===== config.mk =====
export PLATFORM = sky130hd
export DESIGN_NAME = load_align_unit
export DESIGN_NICKNAME = d
export VERILOG_FILES = /design/src/rtl/load_align_unit.sv
export SDC_FILE = /design/constraint.sdc
export NUM_CORES = 1
export LEC_CHECK = 0
export BUFFER_PORTS_ARGS = -buffer_cell sky130_fd_sc_hd__buf_4
export CAP_MARGIN = 20
export CELL_PAD_IN_SITES_DETAIL_PLACEMENT = 0
export CELL_PAD_IN_SITES_GLOBAL_PLACEMENT = 1
export CORE_MARGIN = 8
export CORE_UTILIZATION = 45
export DETAILED_ROUTE_END_ITERATION = 16
export PLACE_DENSITY = 0.83
export REMOVE_ABC_BUFFERS = 1
export SLEW_MARGIN = 20
export SYNTH_ARGS = -nofsm -noshare
export SYNTH_HDL_FRONTEND = slang
export SYNTH_SLANG_ARGS = --single-unit

===== constraint.sdc =====
create_clock -name clk -period 5.7 [get_ports clk]
set_clock_uncertainty 0.1 [all_clocks]
set_input_delay 1.14 -clock clk [delete_from_list [all_inputs] [get_ports clk]]
set_output_delay 1.14 -clock clk [all_outputs]
set_load 0.01 [all_outputs]

===== src/rtl/load_align_unit.sv =====
// rtl/load_align_unit.sv - load-data alignment unit for a 1-cycle-latency data SRAM.
// Define LOAD_ALIGN_MISALIGN_TRAP_EN to trap word-crossing loads instead of splitting them.
module load_align_unit #(
    parameter int DW = 32,
    parameter int AW = 32
) (
    input  logic          clk,
    input  logic          cpurst_n,
    input  logic          req_valid,
    output logic          req_ready,
    input  logic [AW-1:0] req_addr,
    input  logic [2:0]    req_opmode,
    input  logic          flush,
    output logic          mem_en,
    output logic [AW-1:0] mem_addr,
    input  logic [DW-1:0] mem_rdata,
    output logic          rsp_valid,
    output logic [DW-1:0] rsp_data,
    output logic          rsp_err,
    output logic          load_stall
);

    localparam int NB = DW / 8;
    localparam int OW = $clog2(NB);

`ifdef LOAD_ALIGN_MISALIGN_TRAP_EN
    typedef enum logic [1:0] {S_IDLE, S_BEAT1} state_t;
`else
    typedef enum logic [1:0] {S_IDLE, S_BEAT1, S_BEAT2} state_t;
`endif

    function automatic logic [3:0] op_bytes(input logic [2:0] op);
        case (op[1:0])
            2'd0:    op_bytes = 4'd1;
            2'd1:    op_bytes = 4'd2;
            2'd2:    op_bytes = 4'd4;
            default: op_bytes = 4'd8;
        endcase
    endfunction

    function automatic logic op_illegal(input logic [2:0] op);
        op_illegal = (op == 3'b111) || ((DW == 32) && ((op == 3'b011) || (op == 3'b110)));
    endfunction

    state_t          state_q;
    logic [2:0]      op_q;
    logic [OW-1:0]   off_q;
    logic [AW-1:0]   base_q;
    logic            ill_q;
    logic            cross_q;
    logic [DW-1:0]   data_q;
`ifndef LOAD_ALIGN_MISALIGN_TRAP_EN
    logic [DW-1:0]   lo_q;
`endif

    logic [OW-1:0]   req_off;
    logic [AW-1:0]   req_base;
    logic            req_ill;
    logic            req_cross;

    assign req_off   = req_addr[OW-1:0];
    assign req_base  = {req_addr[AW-1:OW], {OW{1'b0}}};
    assign req_ill   = op_illegal(req_opmode);
    assign req_cross = (5'(req_off) + 5'(op_bytes(req_opmode))) > 5'(NB);

    logic            rdy;
    logic            stall;
    logic            rv;
    logic            err;
    logic            second;
    logic            accept;
    logic            en;
    logic [AW-1:0]   addr;
    logic [2*DW-1:0] win;

    always_comb begin
        rdy    = 1'b0;
        stall  = 1'b0;
        rv     = 1'b0;
        err    = 1'b0;
        second = 1'b0;
        win    = {{DW{1'b0}}, mem_rdata};
        case (state_q)
            S_IDLE: begin
                rdy = ~flush;
            end
            S_BEAT1: begin
                if (ill_q) begin
                    rv  = ~flush;
                    err = 1'b1;
                    rdy = ~flush;
                end else if (cross_q) begin
`ifdef LOAD_ALIGN_MISALIGN_TRAP_EN
                    rv  = ~flush;
                    err = 1'b1;
                    rdy = ~flush;
`else
                    second = ~flush;
                    stall  = ~flush;
`endif
                end else begin
                    rv  = ~flush;
                    rdy = ~flush;
                end
            end
`ifndef LOAD_ALIGN_MISALIGN_TRAP_EN
            S_BEAT2: begin
                rv  = ~flush;
                rdy = ~flush;
                win = {mem_rdata, lo_q};
            end
`endif
            default: ;
        endcase
    end

    // The first read of a new load and the second beat of a split never coincide,
    // because req_ready is low while the second beat is issued.
    always_comb begin
        accept = req_valid & rdy;
        en     = 1'b0;
        addr   = '0;
        if (accept && !req_ill) begin
            en   = 1'b1;
            addr = req_base;
        end else if (second) begin
            en   = 1'b1;
            addr = base_q + AW'(NB);
        end
    end

    logic [6:0]      kept_bits;
    logic [DW-1:0]   kept_mask;
    logic [2*DW-1:0] win_sh;
    logic [DW-1:0]   sh_lo;
    logic            top_bit;
    logic [DW-1:0]   ext_data;

    always_comb begin
        kept_bits = {op_bytes(op_q), 3'b000};
        kept_mask = {DW{1'b1}} >> (7'(DW) - kept_bits);
        win_sh    = win >> {off_q, 3'b000};
        sh_lo     = win_sh[DW-1:0];
        // Highest kept bit is the single bit set in mask but not in mask>>1.
        top_bit   = |(sh_lo & kept_mask & ~(kept_mask >> 1));
        ext_data  = (sh_lo & kept_mask) | ((~op_q[2] & top_bit) ? ~kept_mask : {DW{1'b0}});
        if (err) begin
            ext_data = '0;
        end
    end

    assign req_ready  = rdy | ~cpurst_n;
    assign mem_en     = en & cpurst_n;
    assign mem_addr   = cpurst_n ? addr : '0;
    assign rsp_valid  = rv & cpurst_n;
    assign rsp_err    = err & rv & cpurst_n;
    assign load_stall = stall & cpurst_n;
    assign rsp_data   = rsp_valid ? ext_data : data_q;

    always_ff @(posedge clk or negedge cpurst_n) begin
        if (!cpurst_n) begin
            state_q <= S_IDLE;
            op_q    <= '0;
            off_q   <= '0;
            base_q  <= '0;
            ill_q   <= 1'b0;
            cross_q <= 1'b0;
            data_q  <= '0;
`ifndef LOAD_ALIGN_MISALIGN_TRAP_EN
            lo_q    <= '0;
`endif
        end else begin
            if (rsp_valid) begin
                data_q <= ext_data;
            end
`ifndef LOAD_ALIGN_MISALIGN_TRAP_EN
            if (second) begin
                lo_q <= mem_rdata;
            end
`endif
            if (accept) begin
                state_q <= S_BEAT1;
                op_q    <= req_opmode;
                off_q   <= req_off;
                base_q  <= req_base;
                ill_q   <= req_ill;
                cross_q <= req_cross & ~req_ill;
            end
`ifndef LOAD_ALIGN_MISALIGN_TRAP_EN
            else if (second) begin
                state_q <= S_BEAT2;
            end
`endif
            else begin
                state_q <= S_IDLE;
            end
        end
    end

endmodule

==> impl_metrics.ini, run 1 <==
[sta]
fin_crit_sh_pct = 75.5
fmax_mhz = 232
setup_viol = 0
hold_viol = 0
min_period_ns = 4.30
tightest_slew_ns = 0.925
slew_headroom_pct = 38.4
fin_tns_setup_ns = 0
rsz0062_at_grt = no
final-max-slew-violation-count = 0

[critical_path]
critPathMaxFanout = 24
crit_required_ns = 4.46
cp.arrival_ns = 3.06
crit_path_frequent_cell = buf_4
reg2reg_to = op_q[0]
max_stage_delay_ns = 0.46
crit_end = rsp_data[16]
reg2reg_slack_ns = 2.76
worst_setup_path_startpoint = state_q[0]
startpoint_type = flip-flop
crit_slowest_cell = nor4_1
cp-end-kind = primary output
worstSetupPathType = flip-flop to primary output
crit_chain = inv_1 > ha_1 > buf_4 > o211ai_2 > nor4_1 > nor3_2 > buf_4 > o21ai_0 > buf_4
r2r-start = state_q[0]
rr_worst_depth = 8

[place]
gp_congestion = 0.879
hpwl_um = 13300
dp.cells = 989
portBuffers = 137

[power_and_ir_drop]
p_clk_share_pct = 26.3
irDropWorstVdd_mv = 0.147
pwr-share-seq_pct = 42.7
p_sw_share_pct = 32.0
p_leak_uw = 0.00361
p_int_uw = 1710
power.density_mw_per_mm2 = 320
pwr-share-comb_pct = 31.0
switchingPower_uw = 804

[die]
core-area_mm2 = 0.0139
die_y_um = 136
ioPinCount = 140
start_util_pct = 46.1
die-area_mm2 = 0.0184
rows = 43
die_x_um = 136

[clock_tree]
cts_sinks = 103
htree_levels = 3
clkSlewWorstSetupHoldPaths_ns = 0.07
cts_setup_buffers = 0
hold_buffers = 0
numCtsBuffers = 9
tritoncts = yes
clkLatencyLatePin_ns = 0.35
cts-root-buf = clkbuf_16
clockBufferDepth = 2
cts_resized = 0

[global_route]
overflow = 0
track_usage_pct = 20.5
grt_start_max_net_pins = 71
grt_pass1_wl_um = 30400
grt_pass1_vias = 5919
antenna_found_initial = 0

[synthesis]
ys_seq_area_share_pct = 40.1
synth-edff-count = 0
synth-seq-cells = 103
async_flop_share_pct = 100
yosysTopAreaCellShare_pct = 40.1
yosysUniqueCellTypes = 56
yosysWarnings = 0
syn_inst = 707
synth_area_leaders = dfrtp_1 (40%), nand2_1 (9.7%), mux2i_1 (7.2%), mux2_2 (6.7%), o21ai_0 (4.7%)
ys.flop_type = dfrtp_1
syn_area_per_cell_um2 = 9.09
synth_top_area_cell = dfrtp_1
syn-cell-area_mm2 = 0.00643

[routing]
wl_per_cell_um = 18.5
drt-initial-drc-count = 437
drc = 0
viasPerCell = 5.62
wl_um = 18600
ant_nets = 0
firstDrtPassIters = 4
via_count = 5646

[final_layout]
drive_gt1_share_pct = 28.3
nFillCells = 1264
mostFrequentLayoutCell = nand2_1
mostFrequentLayoutCells = nand2_1 (165), buf_4 (147), dfrtp_1 (102)
nets = 902
fin_cells = 1004
n_antenna_cell = 0
synthToLayoutAreaGrowth_pct = 22.3

[outcome]
outcome = completed

[job]
drv_cap = 0

[worst_hold_path]
hp-class = flip-flop to flip-flop
cells in the mapped netlist (2+ instances only):
| cell type | count |
|---|---|
| and4_1 | 3 |
| nand3_1 | 18 |
| o211ai_1 | 9 |
| xnor2_1 | 16 |
| a31oi_1 | 14 |
| mux2i_1 | 46 |
| nor3_1 | 8 |
| a211oi_1 | 15 |
| a21oi_1 | 10 |
| o21ai_0 | 61 |
| a211o_1 | 2 |
| xor2_1 | 12 |
| o221a_2 | 6 |
| and2_1 | 2 |
| mux2_2 | 38 |
| o21ai_2 | 10 |
| nor2_1 | 17 |
| nand4_1 | 9 |
| nand2_1 | 166 |
| nor2b_1 | 10 |
| dfrtp_1 | 103 |
| and3_1 | 5 |
| a221o_1 | 7 |
| a21o_1 | 2 |
| mux4_2 | 3 |
| ha_1 | 10 |
| nor4_1 | 9 |
| nand2b_1 | 8 |
| buf_6 | 3 |
| buf_4 | 2 |
| clkbuf_1 | 27 |
| buf_2 | 13 |
| inv_1 | 20 |
through the flow:
step | util, % | setup slack (ns) | hold WS (ns) | instance area [um2] | total power (uW)
floorplan | - | 0.532 | 0.377 | 6210 | 1540
global placement | 54.2 | 1.43 | 0.350 | 7550 | 1840
detailed placement | 54.2 | 1.38 | 0.363 | 7550 | 1870
CTS | 56.4 | 1.30 | 0.380 | 7860 | 2540
global route | 56.4 | 1.12 | 0.392 | 7860 | 2670
finish | 56.4 | 1.40 | 0.379 | 7860 | 2510
logic make-up after synthesis:
logic type	share of synthesized area, %
adder cells (fa/ha/maj)	2.26
other	0.0583
AO/OA/AOI/OAI	15.3
AND/OR/NAND/NOR	18.7
XOR/XNOR	3.82
multiplexers	15.1
buffers and inverters	4.65
flip-flops	40.1
final cells by class:
class	instances	area, um2	area share [%]
Inverter	21	78.8	1.00
Timing Repair Buffer	147	1100	14.0
Clock buffer	9	225	2.86
Multi-Input combinational cell	538	3560	45.3
Tap cell	180	225	2.86
Clock inverter	6	86.3	1.10
Sequential cell	103	2580	32.8
sequential cells by signal, summed over array words and instances (netlist names):
signal	flops
cross_q	1
lo_q	32
state_q	2
off_q	2
ill_q	1
base_q	30
op_q	3
data_q	32
power groups by stage:
stage               Combinational, uW  Sequential (uW)  Clock [uW]
detailed placement                785             1080           0
floorplan                         467             1070           0
CTS                               788             1070         678
finish                            779             1070         661
global route                      860             1100         706
global placement                  766             1080           0
worst min-delay path by stage:
stage | start | end | depth (start not counted)
after floorplan | data_q[20] | data_q[20] | 2
after global placement | data_q[28] | data_q[28] | 2
after detailed placement | data_q[21] | data_q[21] | 2
after CTS | data_q[30] | data_q[30] | 2
after global routing | data_q[28] | data_q[28] | 2
final | data_q[30] | data_q[30] | 2
worst max-delay path, delay by kind of cell (launching register included):
| kind | cells | cell delay, ns |
|---|---|---|
| simple gates | 2 | 0.55 |
| compound gates | 2 | 0.54 |
| fa+ha+maj | 1 | 0.31 |
| buf+inv | 4 | 0.91 |
| flops | 1 | 0.40 |
layer usage:
layer	GRT usage, %	vias up	wire (um)
met4	6.17	0	333
met1	26.1	2747	8150
li1	-	2708	-
met3	5.45	22	1250
met5	0	-	0
met2	33.4	169	8820
No activity file was read; power rests on OpenSTA's default activity.
==> run 2, diff against run 1 <==
- CORE_UTILIZATION: 45 -> 42
- PLACE_DENSITY: 0.83 -> 0.78
- clock period: 5.7 -> 4.3 ns (I/O delays scaled with it)
==> run 2 against run 1 <==
  * Via count is 0.66% lower
  * Clock power is 35% higher
  * Final cell count is 1.5% higher
  * Sequential cell count stayed put
  * Largest power group unchanged
  * Combinational power is 30% higher
  * Highest routed layer is now met5
  * Non-clock buffer count is 7 higher
  * Critical endpoint is now rsp_data[17]
==> impl_metrics.ini, run 2 (same netlist as run 1, synthesis figures left out) <==
[power_and_ir_drop]
irDropWorstVdd_mv = 0.201
p_leak_uw = 0.00363
power.density_mw_per_mm2 = 423
power_uw = 3360

[global_route]
grt_start_max_net_pins = 53
grt_pass1_vias = 5835
track_usage_pct = 19.0
antenna_found_initial = 1
grt_pass1_wl_um = 30400
overflow = 0

[place]
gp_congestion = 0.838
hpwl_um = 14000
portBuffers = 137

[clock_tree]
cts_setup_buffers = 0
numCtsBuffers = 9
clkSlewWorstSetupHoldPaths_ns = 0.07
htree_levels = 3
clkLatencyLatePin_ns = 0.35
cts-root-buf = clkbuf_16
cts_sinks = 103
tritoncts = yes
clockBufferDepth = 2
hold_buffers = 0
cts_resized = 0

[sta]
fin_hold_ws_ns = 0.258
tightest_slew_ns = 0.725
rsz0062_at_grt = no
fin_crit_sh_pct = 93.6
setup_viol = 0
min_period_ns = 4.02
fmax_mhz = 249
slew_headroom_pct = 51.7
hold_viol = 0
final-max-slew-violation-count = 0

[routing]
via_count = 5609
wl_per_cell_um = 18.3
firstDrtPassIters = 5
wl_met3_um = 1050
viasPerCell = 5.50
drc = 0
route.top_layer_used = met5
drt-initial-drc-count = 301
met2_length_um = 8910
ant_nets = 0
wl_met1_um = 8520
wl_um = 18600

[die]
die-area_mm2 = 0.0195
core-area_mm2 = 0.0151
die_x_um = 140
die_y_um = 140
start_util_pct = 42.6
ioPinCount = 140
rows = 45

[critical_path]
rr_worst_depth = 8
worstSetupPathType = flip-flop to primary output
crit_end = rsp_data[17]
startpoint_type = flip-flop
critPathMaxFanout = 11
crit_required_ns = 3.34
reg2reg_to = op_q[2]
cp-end-kind = primary output
r2r-start = state_q[0]
worst_setup_path_startpoint = state_q[0]
reg2reg_slack_ns = 1.29
cp.arrival_ns = 3.06

[outcome]
outcome = completed

[final_layout]
mostFrequentLayoutCell = nand2_1
mostFrequentLayoutCells = nand2_1 (166), buf_4 (154), dfrtp_1 (102)
n_antenna_cell = 0
top_regs = data_q (32), lo_q (32), base_q (30)
synthToLayoutAreaGrowth_pct = 23.4
nets = 909
drive_gt1_share_pct = 28.6

[worst_hold_path]
hp-class = input pin to asynchronous set/reset pin

[job]
drv_cap = 0
==> run 2: cell count changes in the layout (fill, tap and decap cells not counted), sizes merged <==
cell      change
clkinv        -3
clkinvlp      +2
clkbuf        +1
buf           +7
==> run 2: worst min path at each step <==
stage,startpoint,slack [ns],cells after the start,to
final,cpurst_n,0.26,1,base_q[11]
after floorplan,data_q[20],0.38,2,data_q[20]
after CTS,cpurst_n,0.25,1,base_q[13]
after global routing,cpurst_n,0.25,1,base_q[13]
after global placement,data_q[28],0.35,2,data_q[28]
after detailed placement,data_q[27],0.36,2,data_q[27]
==> run 2: final cells by class <==
type	instances	area (um2)
sequential	103	2580
inverter	21	78.8
tap	188	235
fill	1434	7160
clock inverter	5	82.6
timing repair buffer	154	1160
multi-input combinational	538	3560
clock buffer	10	239
==> run 2: stage by stage <==
step | TNS [ns] | area (um2) | worst slack (ns) | util, % | std cells
5_1_grt | 0 | 7930 | 0.00524 | 52.6 | 1019
2_1_floorplan | -17.17 | 6210 | -0.588 | - | 662
4_1_cts | 0 | 7930 | 0.238 | 52.6 | 1019
3_5_place_dp | 0 | 7610 | 0.435 | 50.4 | 1004
3_3_place_gp | 0 | 7610 | 0.597 | 50.4 | 1004
6_report | 0 | 7930 | 0.277 | 52.6 | 1019
==> run 2: layer usage <==
layer  global-route usage (%)  vias up
met2                     31.1      153
met1                     24.6     2710
li1                         -     2730
met3                     5.51       14
met5                        0        -
met4                     3.66        2
==> run 2: worst max-delay path: stages (launching register included) <==
cell	delay, ns
dfrtp_1	0.40
inv_1	0.11
ha_1	0.22
buf_4	0.23
mux2i_1	0.26
mux4_2	0.33
nor4_4	0.06
nor3_2	0.47
buf_4	0.31
o21ai_0	0.15
buf_4	0.17
==> run 2: power breakdown <==
group          internal, uW  switching (uW)  leakage [uW]
clock                   523             371      0.000147
combinational           511             502       0.00217
sequential             1250             199       0.00132
==> run 3, diff against run 2 <==
- CELL_PAD_IN_SITES_DETAIL_PLACEMENT: 0 -> 1
- CELL_PAD_IN_SITES_GLOBAL_PLACEMENT: 1 -> 2
- CORE_UTILIZATION: 42 -> 33
- CTS_CLUSTER_DIAMETER: not set -> 150
- PLACE_DENSITY: 0.78 -> 0.76
==> run 3 against run 2 <==
  * Global-route usage decreased by 1.3 points
  * Die area increased by 24%
  * Wire length increased by 13%
  * Critical path depth decreased by 2
  * Setup slack got worse by 0.011 ns
  * Final cell count increased by 7.7%
  * Sequential power about the same
  * Utilization decreased by 11 points
  * Cell area increased by 1.3%
  * Largest cell class unchanged
==> impl_metrics.ini, run 3 (same netlist as run 1, synthesis figures left out) <==
[outcome]
outcome = completed

[routing]
wl_um = 21000
drt-initial-drc-count = 234
drc = 0
via_count = 5741
viasPerCell = 5.23
ant_nets = 0
wl_per_cell_um = 19.2
firstDrtPassIters = 4

[clock_tree]
clockBufferDepth = 2
hold_buffers = 0
cts_sinks = 103
clkSlewWorstSetupHoldPaths_ns = 0.07
tritoncts = yes
htree_levels = 3
cts_resized = 0
cts-root-buf = clkbuf_16
cts_setup_buffers = 0
clkLatencyLatePin_ns = 0.35
numCtsBuffers = 9

[final_layout]
fin_util_pct = 41.7
mostFrequentLayoutCell = nand2_1
nFillCells = 2262
n_antenna_cell = 0
nets = 909
synthToLayoutAreaGrowth_pct = 25.0
mostFrequentLayoutCells = nand2_1 (166), buf_4 (153), dfrtp_1 (102)
drive_gt1_share_pct = 28.5
top_regs = data_q (32), lo_q (32), base_q (30)

[die]
die_x_um = 156
core-area_mm2 = 0.0193
die-area_mm2 = 0.0242
ioPinCount = 140
die_y_um = 156
start_util_pct = 33.4
rows = 51

[power_and_ir_drop]
irDropWorstVdd_mv = 0.192
pwr-share-seq_pct = 42.7
pwr-share-comb_pct = 30.9
power.density_mw_per_mm2 = 421
switchingPower_uw = 1110
p_sw_share_pct = 32.7
p_int_uw = 2280
p_leak_uw = 0.00364
p_clk_share_pct = 26.3

[critical_path]
crit_slowest_cell = mux4_2
worstSetupPathType = flip-flop to primary output
r2r-start = state_q[0]
rr_worst_depth = 9
max_stage_delay_ns = 0.56
startpoint_type = flip-flop
critPathBufInv = 2
crit_chain = inv_1 > ha_1 > mux2i_1 > mux4_2 > o21ai_0 > nand4b_2 > o211ai_1 > buf_4
reg2reg_to = op_q[0]
critPathMaxFanout = 8
cp.arrival_ns = 3.07
cp-end-kind = primary output
reg2reg_slack_ns = 1.25
crit_required_ns = 3.34
path_delay_family = multiplexers

[sta]
rsz0062_at_grt = no
min_period_ns = 4.03
slew_headroom_pct = 43.5
tightest_slew_ns = 0.846
fin_crit_sh_pct = 93.8
fmax_mhz = 248
fin_hold_ws_ns = 0.371
setup_viol = 0
fin_ws_ns = 0.266
final-max-slew-violation-count = 0
hold_viol = 0

[global_route]
overflow = 0
grt_pass1_vias = 6412
grt_pass1_wl_um = 34200
grt_start_max_net_pins = 107
antenna_found_initial = 1
track_usage_pct = 17.7

[place]
gp_congestion = 0.795
dp_slack_ns = 0.487
portBuffers = 137
hpwl_um = 15600

[worst_hold_path]
hold_depth = 2
worstHoldStart = data_q[27]
hp-class = flip-flop to flip-flop
whs_endpoint = data_q[27]

[job]
drv_cap = 0
==> run 3: cell types whose count changed in the layout (fill, tap and decap cells not counted), sizes merged <==
cell,before,now
clkbuf,10,11
==> run 3: per-layer routing <==
layer	global-route usage, %	share of wire, %	vias to the layer above
met5	0	0.076	-
met4	5.96	1.5	2
met3	4.18	5.9	28
met2	29.2	48	146
met1	22.3	44	2836
li1	-	-	2729
==> run 3: final cells by class <==
type / instances / area [um2] / area share, %
inverters: 21 / 78.8 / 0.981
multi-input cells: 538 / 3560 / 44.3
clock buffers: 11 / 233 / 2.90
repair buffers: 154 / 1170 / 14.5
clock inverters: 5 / 82.6 / 1.03
flip-flops and latches: 103 / 2580 / 32.1
well taps: 265 / 332 / 4.13
==> run 3: how the worst max path moves through the flow <==
stage,start,end,slack (ns),depth (start not counted)
6_report,state_q[0],rsp_data[5],0.27,8
5_1_grt,state_q[0],rsp_data[5],0.09,8
4_1_cts,state_q[0],rsp_data[0],0.24,8
3_3_place_gp,cpurst_n,mem_addr[7],0.68,7
2_1_floorplan,state_q[0],mem_addr[31],-0.59,6
3_5_place_dp,cpurst_n,mem_addr[5],0.49,7
==> run 3: stage by stage <==
step	cell area (um2)	TNS, ns	std cells	power (uW)
floorplan	6210	-17.17	662	2040
global route	8030	0	1097	3600
CTS	8030	0	1097	3430
global placement	7720	0	1081	2470
detailed placement	7720	0	1081	2530
finish	8030	0	1097	3390
==> run 3: worst reg2reg max path: cells and delay by family (launching register included) <==
family	cells	cell delay (ns)
buffers and inverters	5	1.38
adders and majority gates	1	0.19
muxes	1	0.39
DFF	1	0.41
AOI/OAI and AO/OA	1	0.22
and+or+nand+nor	1	0.25
==> run 3: power groups by stage <==
stage / clock, uW / combinational (uW) / sequential (uW)
3_3_place_gp: 0 / 1030 / 1450
2_1_floorplan: 0 / 620 / 1420
5_1_grt: 949 / 1160 / 1490
3_5_place_dp: 0 / 1060 / 1470
6_report: 891 / 1050 / 1450
4_1_cts: 921 / 1070 / 1450
